--- src/rtl/nand_model_check_seq_pkg.sv ---
// Shared definitions for the 2-input gate model checker.
// Contents: sequencer state encoding, reference truth tables indexed by
// {a,b} (bit0 = 00 ... bit3 = 11), vector width and a popcount helper.
package gate_chk_pkg;

  localparam int VEC_W = 2;

  localparam logic [3:0] NAND_TT = 4'b0111;
  localparam logic [3:0] AND_TT  = 4'b1000;
  localparam logic [3:0] OR_TT   = 4'b1110;
  localparam logic [3:0] NOR_TT  = 4'b0001;
  localparam logic [3:0] XOR_TT  = 4'b0110;
  localparam logic [3:0] XNOR_TT = 4'b1001;

  typedef enum logic [1:0] {
    IDLE   = 2'd0,
    SETTLE = 2'd1,
    CHECK  = 2'd2,
    DONE   = 2'd3
  } state_e;

  // Number of set bits; callers zero-extend narrower masks to 32 bits.
  function automatic logic [5:0] popcount32(input logic [31:0] v);
    logic [5:0] c;
    c = '0;
    for (int i = 0; i < 32; i++) begin
      c = c + {5'd0, v[i]};
    end
    return c;
  endfunction

endpackage

--- src/rtl/nand_model_check_seq_if.sv ---
// Bundle between the checker and the surrounding test environment.
// slave  : checker side (takes start/abort/dut_y, drives everything else)
// master : environment side (drives start/abort and the model outputs)
interface nand_model_check_seq_if #(
  parameter int NUM_MODELS = 3,
  parameter int CNT_W      = 4
);
  logic                          start;
  logic                          abort;
  logic                          dut_a;
  logic                          dut_b;
  logic [NUM_MODELS-1:0]         dut_y;
  logic                          busy;
  logic                          done;
  logic                          pass;
  logic [CNT_W-1:0]              err_count;
  logic [gate_chk_pkg::VEC_W-1:0] first_fail_vec;
  logic [NUM_MODELS-1:0]         first_fail_mask;

  modport master (
    output start, abort, dut_y,
    input  dut_a, dut_b, busy, done, pass, err_count, first_fail_vec, first_fail_mask
  );

  modport slave (
    input  start, abort, dut_y,
    output dut_a, dut_b, busy, done, pass, err_count, first_fail_vec, first_fail_mask
  );
endinterface

--- src/rtl/nand_model_check_seq_gate_settle_timer.sv ---
// Settle-time down-counter for the gate checker.
// Ports: clk, rst (sync, active high), i_load / i_load_val load the count,
// i_en decrements towards zero, o_zero flags a count of zero.
module gate_settle_timer (
  input  logic       clk,
  input  logic       rst,
  input  logic       i_load,
  input  logic       i_en,
  input  logic [7:0] i_load_val,
  output logic       o_zero
);
  logic [7:0] r_cnt;

  always_ff @(posedge clk) begin
    if (rst) begin
      r_cnt <= '0;
    end else if (i_load) begin
      r_cnt <= i_load_val;
    end else if (i_en && (r_cnt != 8'd0)) begin
      r_cnt <= r_cnt - 8'd1;
    end
  end

  assign o_zero = (r_cnt == 8'd0);
endmodule

--- src/rtl/nand_model_check_seq.sv ---
// Self-checking sequencer for the parallel 2-input gate models.
// Walks {a,b} through 00,01,10,11, holds each for SETTLE_CYCLES, then compares
// every model output against TRUTH_TABLE and accumulates the result.
// Ports: clk, rst (sync, active high), bus (slave modport): start/abort
// control, dut_a/dut_b shared model inputs, dut_y model outputs,
// busy/done/pass status, err_count, first_fail_vec/first_fail_mask.
//
// state  | meaning
// IDLE   | waiting for start; outputs hold the last run's results
// SETTLE | vector driven, waiting for the models to settle
// CHECK  | compare model outputs for the current vector
// DONE   | one-cycle completion, done pulse
module nand_model_check_seq
  import gate_chk_pkg::*;
#(
  parameter logic [3:0] TRUTH_TABLE   = NAND_TT,
  parameter int         SETTLE_CYCLES = 2,
  parameter int         NUM_MODELS    = 3,
  parameter int         CNT_W         = 4
) (
  input logic                   clk,
  input logic                   rst,
  nand_model_check_seq_if.slave bus
);

  localparam logic [7:0] SETTLE_LD = 8'(SETTLE_CYCLES - 1);
  // Wide enough for the counter plus any popcount without wrapping.
  localparam int               SUM_W   = CNT_W + 7;
  localparam logic [SUM_W-1:0] ERR_MAX = SUM_W'({CNT_W{1'b1}});

  state_e                r_state;
  state_e                w_state_nxt;
  logic [VEC_W-1:0]      r_vec;
  logic [CNT_W-1:0]      r_err;
  logic [VEC_W-1:0]      r_ff_vec;
  logic [NUM_MODELS-1:0] r_ff_mask;
  logic                  r_fail_seen;
  logic                  r_pass;

  logic                  w_accept;
  logic                  w_load;
  logic                  w_check;
  logic                  w_tmr_en;
  logic                  w_tmr_zero;
  logic                  w_last_vec;
  logic [NUM_MODELS-1:0] w_mismatch;
  logic [SUM_W-1:0]      w_sum;
  logic [CNT_W-1:0]      w_err_nxt;

  gate_settle_timer u_timer (
    .clk        (clk),
    .rst        (rst),
    .i_load     (w_load),
    .i_en       (w_tmr_en),
    .i_load_val (SETTLE_LD),
    .o_zero     (w_tmr_zero)
  );

  assign w_last_vec = (r_vec == VEC_W'(3));
  assign w_mismatch = bus.dut_y ^ {NUM_MODELS{TRUTH_TABLE[r_vec]}};
  assign w_sum      = SUM_W'(r_err) + SUM_W'(popcount32(32'(w_mismatch)));
  assign w_err_nxt  = (w_sum > ERR_MAX) ? {CNT_W{1'b1}} : w_sum[CNT_W-1:0];

  always_comb begin
    w_state_nxt = r_state;
    w_accept    = 1'b0;
    w_load      = 1'b0;
    w_check     = 1'b0;
    w_tmr_en    = 1'b0;
    case (r_state)
      IDLE: begin
        // abort has priority over a simultaneous start
        if (bus.start && !bus.abort) begin
          w_state_nxt = SETTLE;
          w_accept    = 1'b1;
          w_load      = 1'b1;
        end
      end
      SETTLE: begin
        if (bus.abort) begin
          w_state_nxt = IDLE;
        end else if (w_tmr_zero) begin
          w_state_nxt = CHECK;
        end else begin
          w_tmr_en = 1'b1;
        end
      end
      CHECK: begin
        if (bus.abort) begin
          w_state_nxt = IDLE;
        end else begin
          w_check = 1'b1;
          if (w_last_vec) begin
            w_state_nxt = DONE;
          end else begin
            w_state_nxt = SETTLE;
            w_load      = 1'b1;
          end
        end
      end
      DONE: begin
        w_state_nxt = IDLE;
      end
      default: begin
        w_state_nxt = IDLE;
      end
    endcase
  end

  always_ff @(posedge clk) begin
    if (rst) begin
      r_state     <= IDLE;
      r_vec       <= '0;
      r_err       <= '0;
      r_ff_vec    <= '0;
      r_ff_mask   <= '0;
      r_fail_seen <= 1'b0;
      r_pass      <= 1'b0;
    end else begin
      r_state <= w_state_nxt;
      if (w_accept) begin
        r_vec       <= '0;
        r_err       <= '0;
        r_ff_vec    <= '0;
        r_ff_mask   <= '0;
        r_fail_seen <= 1'b0;
        r_pass      <= 1'b0;
      end
      if (w_check) begin
        r_err <= w_err_nxt;
        if ((w_mismatch != '0) && !r_fail_seen) begin
          r_ff_vec    <= r_vec;
          r_ff_mask   <= w_mismatch;
          r_fail_seen <= 1'b1;
        end
        if (w_last_vec) begin
          r_pass <= (w_err_nxt == '0);
        end else begin
          r_vec <= r_vec + VEC_W'(1);
        end
      end
      if ((r_state == DONE) && bus.abort) begin
        r_pass <= 1'b0;
      end
    end
  end

  // Abort during DONE suppresses the completion pulse in that same cycle.
  assign bus.done            = (r_state == DONE) && !bus.abort;
  assign bus.pass            = r_pass && !((r_state == DONE) && bus.abort);
  assign bus.busy            = (r_state == SETTLE) || (r_state == CHECK);
  assign bus.dut_a           = r_vec[1];
  assign bus.dut_b           = r_vec[0];
  assign bus.err_count       = r_err;
  assign bus.first_fail_vec  = r_ff_vec;
  assign bus.first_fail_mask = r_ff_mask;

endmodule

--- src/flat_wrapper.sv ---
// flat-port wrapper written by rule: the top's interface ports become plain ports
module nand_model_check_seq_flat import gate_chk_pkg::*;
#(
  parameter logic [3:0] TRUTH_TABLE   = NAND_TT,
  parameter int         SETTLE_CYCLES = 2,
  parameter int         NUM_MODELS    = 3,
  parameter int         CNT_W         = 4
)
  (clk, rst, bus_start, bus_abort, bus_dut_y, bus_dut_a, bus_dut_b, bus_busy, bus_done, bus_pass, bus_err_count, bus_first_fail_vec, bus_first_fail_mask);
  nand_model_check_seq_if #(.NUM_MODELS(NUM_MODELS), .CNT_W(CNT_W)) bus_i ();
  input logic clk;
  input logic rst;
  input wire logic [$bits(bus_i.start)-1:0] bus_start;
  input wire logic [$bits(bus_i.abort)-1:0] bus_abort;
  input wire logic [$bits(bus_i.dut_y)-1:0] bus_dut_y;
  output wire logic [$bits(bus_i.dut_a)-1:0] bus_dut_a;
  output wire logic [$bits(bus_i.dut_b)-1:0] bus_dut_b;
  output wire logic [$bits(bus_i.busy)-1:0] bus_busy;
  output wire logic [$bits(bus_i.done)-1:0] bus_done;
  output wire logic [$bits(bus_i.pass)-1:0] bus_pass;
  output wire logic [$bits(bus_i.err_count)-1:0] bus_err_count;
  output wire logic [$bits(bus_i.first_fail_vec)-1:0] bus_first_fail_vec;
  output wire logic [$bits(bus_i.first_fail_mask)-1:0] bus_first_fail_mask;
  assign bus_i.start = bus_start;
  assign bus_i.abort = bus_abort;
  assign bus_i.dut_y = bus_dut_y;
  assign bus_dut_a = bus_i.dut_a;
  assign bus_dut_b = bus_i.dut_b;
  assign bus_busy = bus_i.busy;
  assign bus_done = bus_i.done;
  assign bus_pass = bus_i.pass;
  assign bus_err_count = bus_i.err_count;
  assign bus_first_fail_vec = bus_i.first_fail_vec;
  assign bus_first_fail_mask = bus_i.first_fail_mask;
  nand_model_check_seq #(.TRUTH_TABLE(TRUTH_TABLE), .SETTLE_CYCLES(SETTLE_CYCLES), .NUM_MODELS(NUM_MODELS), .CNT_W(CNT_W)) u_core (.clk(clk), .rst(rst), .bus(bus_i));
endmodule
--- config.mk ---
export PLATFORM = sky130hd
export DESIGN_NAME = nand_model_check_seq_flat
export DESIGN_NICKNAME = d
export VERILOG_FILES = /design/src/rtl/nand_model_check_seq_pkg.sv /design/src/rtl/nand_model_check_seq_if.sv /design/src/rtl/nand_model_check_seq_gate_settle_timer.sv /design/src/rtl/nand_model_check_seq.sv /design/src/flat_wrapper.sv
export SDC_FILE = /design/constraint.sdc
export NUM_CORES = 1
export LEC_CHECK = 0
export ABC_CLOCK_PERIOD_IN_PS = 2840
export CORE_ASPECT_RATIO = 1.5
export CORE_MARGIN = 1
export CORE_UTILIZATION = 50
export CTS_BUF_LIST = sky130_fd_sc_hd__clkbuf_8
export DETAILED_ROUTE_END_ITERATION = 6
export GPL_TIMING_DRIVEN = 1
export PLACE_DENSITY_LB_ADDON = 0.25
export SYNTH_ARGS = -nofsm -noshare
export SYNTH_HDL_FRONTEND = slang
export SYNTH_SLANG_ARGS = --single-unit
--- constraint.sdc ---
create_clock -name clk -period 2.84 [get_ports clk]
set_input_delay 0.284 -clock clk [delete_from_list [all_inputs] [get_ports clk]]
set_output_delay 0.284 -clock clk [all_outputs]
set_load 0.01 [all_outputs]
==> flow_summary_export.csv, run 1 <==
group,metric,value,unit
status,status,"complete, no violations",
power,swShare,27.2,%
floorplan,coreArea,2500,um2
worst_setup_path,worstPathRequired,3.04,ns
clock_tree,insertion_delay,0.27,ns
worst_setup_path,crit_fanout,5,
timing,slew_violations,0,
timing,rsz0062_at_grt,"yes",
synth,synthTopCellsByArea,"dfxtp_1 (34%), ha_1 (10%), xnor2_1 (4.5%)",
clock_tree,cts-root-buf,"clkbuf_8",
synth,yosysWarningCount,0,
worst_setup_path,cp-start-kind,"flip-flop",
floorplan,start_util,54.4,%
synth,avgSynthCellArea,9.08,um2
clock_tree,cts_buffers,3,
final_layout,areaGrowthSynthToFinish,32.0,%
timing,finalCriticalPeriod,2.78,ns
timing,fin_skew,0.00446,ns
power,intPower,0.000497,W
synth,synthCells,150,
place,dp_cells,209,
synth,synth-seq-cells,23,
floorplan,ios,21,
grt,grt_util_all_layers,21.4,%
timing,tns,0,ns
power,clockPowerShare,29.4,%
power,p_leak,0.707,nW
synth,yosysUniqueCellTypes,44,
routing,drtIter0Drc,27,
routing,drt_wl_total,2900,um
synth,syn_nets,169,
min_path,hold_path_class,"flip-flop to flip-flop",
timing,slew_headroom,73.9,%
final_layout,fin_cells,215,
grt,grt_pass1_wl,4690,um
grt,grt_max_degree,18,
timing,fmax,359,MHz
routing,drtAntennaViolNets,0,
clock_tree,cts_hold_buffers,0,
clock_tree,htreeDepth,1,
floorplan,die_h,65.9,um
timing,whs,0.465,ns
final_layout,final_nets,199,
worst_setup_path,critPathKind,"flip-flop to flip-flop",
timing,setup_viol,0,
synth,synth_top_area_cell,"dfxtp_1",
synth,synth_top_flop_cell,"dfxtp_1",
synth,ys_async_sr_fraction,0,%
job,drv_cap,0,
routing,firstDrtPassIters,4,
power,power.switching,0.000185,W
routing,drt_drc_violations_left,0,
synth,synth_top_area_share,33.8,%
worst_setup_path,end_kind,"flip-flop",
clock_tree,cts.clk_slew.worst_paths,0.08,ns
timing,min_period_over_period,98.0,%
floorplan,core.rowCount,22,
place,place.gp.congestion,0.765,
clock_tree,cts_tree,"yes",
grt,antenna_found_initial,0,
final_layout,num-fill-cells,186,
place,numPortBuffers,20,
clock_tree,cts.path.max_buffers,2,
synth,synth_edf_count,0,
timing,finalHoldViolCount,0,
floorplan,dieArea,2940,um2
worst_setup_path,critical_path_arrival,2.98,ns
power,comb_power_share,21.1,%
power,seqPwrFrac,49.5,%
routing,via_count,1195,
synth,synth-seq-area-share,33.8,%
final_layout,drive_gt1_share,16.8,%
place,hpwl,2230,um
clock_tree,cts.sinks,23,
final_layout,diodes,0,
synth,syn_area,1360,um2
grt,grt-ovfl-total,0,
routing,viasPerCell,5.56,
power,power-per-cell-area,379,nW/um2
power,peakVddDrop,0.391,mV
timing,tightest_slew,0.389,ns
floorplan,fp.dieW,44.6,um
grt,grt_pass1_vias,1139,
routing,routedWlPerCell,13.5,um
## metal layers
metal	up-vias	global-route usage [%]	wire, um
met2	17	42.8	1640
met1	575	20.9	1140
met5	-	0	0
met4	0	7.95	48
met3	4	2.46	61
li1	599	-	-
## what timing repair did
action,CTS,global route
buffers inserted,0,2
setup endpoints to repair,1,1
endpoints found under the hold margin,0,0
pin swaps,4,7
resized for setup,0,9
## Yosys cell counts (4+ instances only)
master	count
a211oi_1	4
a21oi_1	11
dfxtp_1	23
ha_1	11
inv_1	5
mux2i_1	4
nand3_1	6
nor2_1	13
nor2b_1	4
nor3_1	5
xnor2_1	7
xor2_1	5
## state kept, by name, summed over array words and instances, names as in the netlist
register / cells
u_core.bus.first_fail_vec: 2
u_core.r_pass: 1
u_core.u_timer.r_cnt: 8
u_core.r_state: 2
u_core.r_vec: 2
u_core.bus.err_count: 4
u_core.bus.first_fail_mask: 3
u_core.r_fail_seen: 1
## path summary, 6_finish.rpt
path / startpoint / endpoint / slack, ns / depth (start not counted)
max: u_core.r_vec[0] / u_core.r_pass / 0.06 / 8
min: u_core.r_fail_seen / u_core.r_fail_seen / 0.47 / 2
max reg2reg: u_core.r_vec[0] / u_core.r_pass / 0.06 / 8
min reg2reg: u_core.r_fail_seen / u_core.r_fail_seen / 0.47 / 2
## power by group through the flow
stage          Combinational (W)  Sequential (W)  Clock, W
2_1_floorplan          0.0000932        0.000344         0
3_3_place_gp            0.000133        0.000345         0
3_5_place_dp            0.000137        0.000346         0
4_1_cts                 0.000138        0.000338  0.000206
5_1_grt                 0.000159        0.000339  0.000220
6_report                0.000144        0.000338  0.000200
## kinds of logic after synthesis
family	Yosys count	synth area share [%]
compound gates	30	15.0
buf+inv	10	2.94
flops	23	33.8
simple gates	59	26.1
mux	4	2.94
fa+ha+maj	12	11.6
xor+xnor	12	7.71
## layout make-up
class / count / area, um2 / area share (%)
repair buffers: 30 / 283 / 15.7
inverters: 5 / 18.8 / 1.04
well taps: 36 / 45.0 / 2.51
multi-input cells: 117 / 941 / 52.3
flip-flops and latches: 23 / 465 / 25.9
clock buffers: 3 / 41.3 / 2.30
clock inverters: 1 / 3.75 / 0.209
## metrics by stage
step                worst slack (ns)  cell area [um2]  total power [W]  utilization, %
floorplan                    0.00297             1410         0.000437               -
global placement              -0.195             1690         0.000478            67.3
detailed placement            -0.251             1690         0.000482            67.3
CTS                          0.00247             1730         0.000682            69.1
global route                 -0.0470             1800         0.000718            71.8
finish                        0.0561             1800         0.000682            71.8
## worst max-delay path: stages, from the launching register on
cell	delay (ns)
dfxtp_4	0.36
ha_4	0.19
or3_1	0.33
nand2_2	0.09
ha_4	0.20
fa_1	0.44
or4_1	0.51
or4b_1	0.47
o21ai_1	0.13
## placed cells by master (no fill, tap or decap), types with 2 or more instances in the layout
cell,instances
or4b_1,2
a211oi_1,4
nor3b_1,2
or4b_4,2
ha_4,4
and2_0,2
nand4b_1,2
a21o_1,2
xnor2_1,6
nor2_1,13
or3_1,2
dlymetal6s2s_1,3
dfxtp_1,21
nor2b_1,4
inv_1,6
clkbuf_8,3
nand2_1,2
ha_1,7
mux2i_1,4
o211ai_1,2
buf_4,10
xor2_1,4
a21oi_1,11
o21ai_0,3
clkdlybuf4s50_1,17
nor3_1,5
nand3_1,6
nor4_1,2
nand3b_1,3
nand2b_1,3
Note: power is estimated with default switching activity, not from simulation.
==> run 2: changes to the inputs <==
REMOVE_ABC_BUFFERS = 1   (was unset)
==> run 2 against run 1 <==
Non-clock buffer count is 1 lower. Hold slack gained 0.0045 ns. Die area unchanged. Sequential power about the same. Critical path type unchanged.
==> flow_summary_export.csv, run 2 (same netlist as run 1, synthesis figures left out) <==
group,metric,value,unit
final_layout,areaGrowthSynthToFinish,27.9,%
place,numPortBuffers,20,
final_layout,layout_commonest_cell,"dfxtp_1",
min_path,hold_path_class,"flip-flop to flip-flop",
routing,viasPerCell,5.65,
timing,fmax,356,MHz
timing,rsz0062_at_grt,"yes",
clock_tree,cts_tree,"yes",
routing,drt_wl_total,2970,um
worst_setup_path,reg2reg_from,"u_core.r_vec[0]",
floorplan,core.rowCount,22,
floorplan,ios,21,
power,power-per-cell-area,393,nW/um2
job,drv_cap,0,
worst_setup_path,critical_path_arrival,3.01,ns
routing,drt_drc_violations_left,0,
final_layout,design_area,1740,um2
worst_setup_path,max_stage_delay,0.50,ns
grt,grt_util_all_layers,23.9,%
timing,fin_skew,0.00334,ns
grt,grt_max_degree,18,
power,p_leak,0.677,nW
floorplan,coreArea,2500,um2
worst_setup_path,ff2ff_setup_slack,0.03,ns
clock_tree,cts_hold_buffers,0,
routing,drtAntennaViolNets,0,
worst_setup_path,cp_cell_sequence,"ha_4 > or3_1 > nand2_2 > ha_4 > fa_1 > or4_1 > or4b_1 > o21ai_1",
grt,grt_pass1_vias,1206,
place,place_area,1650,um2
floorplan,start_util,54.4,%
place,hpwl,2280,um
timing,finalHoldViolCount,0,
final_layout,final_nets,198,
worst_setup_path,crit_path_start,"u_core.r_vec[0]",
timing,tightest_slew,0.403,ns
final_layout,top_register,"u_core.u_timer.r_cnt",
routing,drtIter0Drc,30,
clock_tree,cts.sinks,23,
timing,min_period_over_period,98.9,%
final_layout,fin_util,69.6,%
final_layout,final_cell_mix,"dfxtp_1 (21), clkdlybuf4s50_1 (19), nor2_1 (13)",
clock_tree,cts.clk_slew.worst_paths,0.08,ns
min_path,hold_start,"u_core.bus.first_fail_mask[1]",
place,place.gp.congestion,0.820,
timing,slew_violations,0,
worst_setup_path,crit_family,"simple AND/OR/NAND/NOR gates",
worst_setup_path,critPathSlowestCell,"or4_1",
floorplan,fp.dieW,44.6,um
final_layout,drive_gt1_share,15.7,%
floorplan,dieArea,2940,um2
final_layout,largest_register_ffs,8,
place,dp_slack,-0.236,ns
routing,via_count,1210,
routing,firstDrtPassIters,4,
power,power.total,0.000684,W
clock_tree,htreeDepth,1,
final_layout,fin_cells,214,
clock_tree,cts-root-buf,"clkbuf_8",
worst_setup_path,cpMostUsedCell,"ha_4",
timing,slew_headroom,72.9,%
floorplan,die_h,65.9,um
timing,setup_viol,0,
grt,antenna_found_initial,0,
worst_setup_path,critPathBufInv,0,
grt,grt_pass1_wl,5200,um
final_layout,diodes,0,
status,status,"complete, no violations",
grt,grt-ovfl-total,0,
clock_tree,post_cts_buffers,0,
worst_setup_path,critPathKind,"flip-flop to flip-flop",
clock_tree,cts.path.max_buffers,2,
worst_setup_path,end_kind,"flip-flop",
worst_setup_path,crit_fanout,4,
timing,finalCriticalPeriod,2.81,ns
final_layout,num-fill-cells,190,
power,peakVddDrop,0.271,mV
clock_tree,insertion_delay,0.27,ns
worst_setup_path,cp-start-kind,"flip-flop",
place,dp_cells,210,
routing,routedWlPerCell,13.9,um
worst_setup_path,worstPathRequired,3.05,ns
clock_tree,cts_buffers,3,
timing,fin_ws,0.0308,ns
==> run 2: final timing paths <==
check | to | cells after the start
hold / removal | u_core.bus.first_fail_mask[1] | 2
setup reg to reg | u_core.r_pass | 8
setup / recovery | u_core.r_pass | 8
hold reg to reg | u_core.bus.first_fail_mask[1] | 2
==> run 2: worst register-to-register path: cells and delay by family (launching register included) <==
kind | cells | cell delay, ns
AND/OR/NAND/NOR | 4 | 1.45
adder cells (fa/ha/maj) | 3 | 0.83
flip-flops | 1 | 0.34
AO/OA/AOI/OAI | 1 | 0.13
==> run 2: cell type report <==
cell class / instances / area [um2] / area share (%)
Multi-Input combinational cell: 117 / 900 / 51.6
Sequential cell: 23 / 463 / 26.6
Timing Repair Buffer: 29 / 270 / 15.5
Tap cell: 36 / 45.0 / 2.58
Clock buffer: 3 / 41.3 / 2.37
Inverter: 5 / 18.8 / 1.08
Clock inverter: 1 / 5.00 / 0.287
==> run 2: stage by stage <==
| stage | TNS, ns | hold WS, ns |
|---|---|---|
| floorplan | -0.149 | 0.353 |
| global placement | -0.190 | 0.449 |
| detailed placement | -0.236 | 0.462 |
| CTS | 0 | 0.474 |
| global route | -0.0236 | 0.511 |
| finish | 0 | 0.470 |
==> run 2: where the power goes <==
group          internal [W]  switching (W)
combinational     0.0000668      0.0000730
sequential         0.000330     0.00000863
clock             0.0000981       0.000107
total              0.000495       0.000189
==> run 2: layer usage <==
layer  GRT usage, %  wire length, um
met1           24.1             1140
met2           43.8             1650
met3           2.73               83
met4           15.9              101
met5              0                0
==> run 2: what timing repair did <==
item                                    CTS  global route
pin swaps                                 1             5
resized for setup                         5             4
endpoints found under the setup margin    1             1
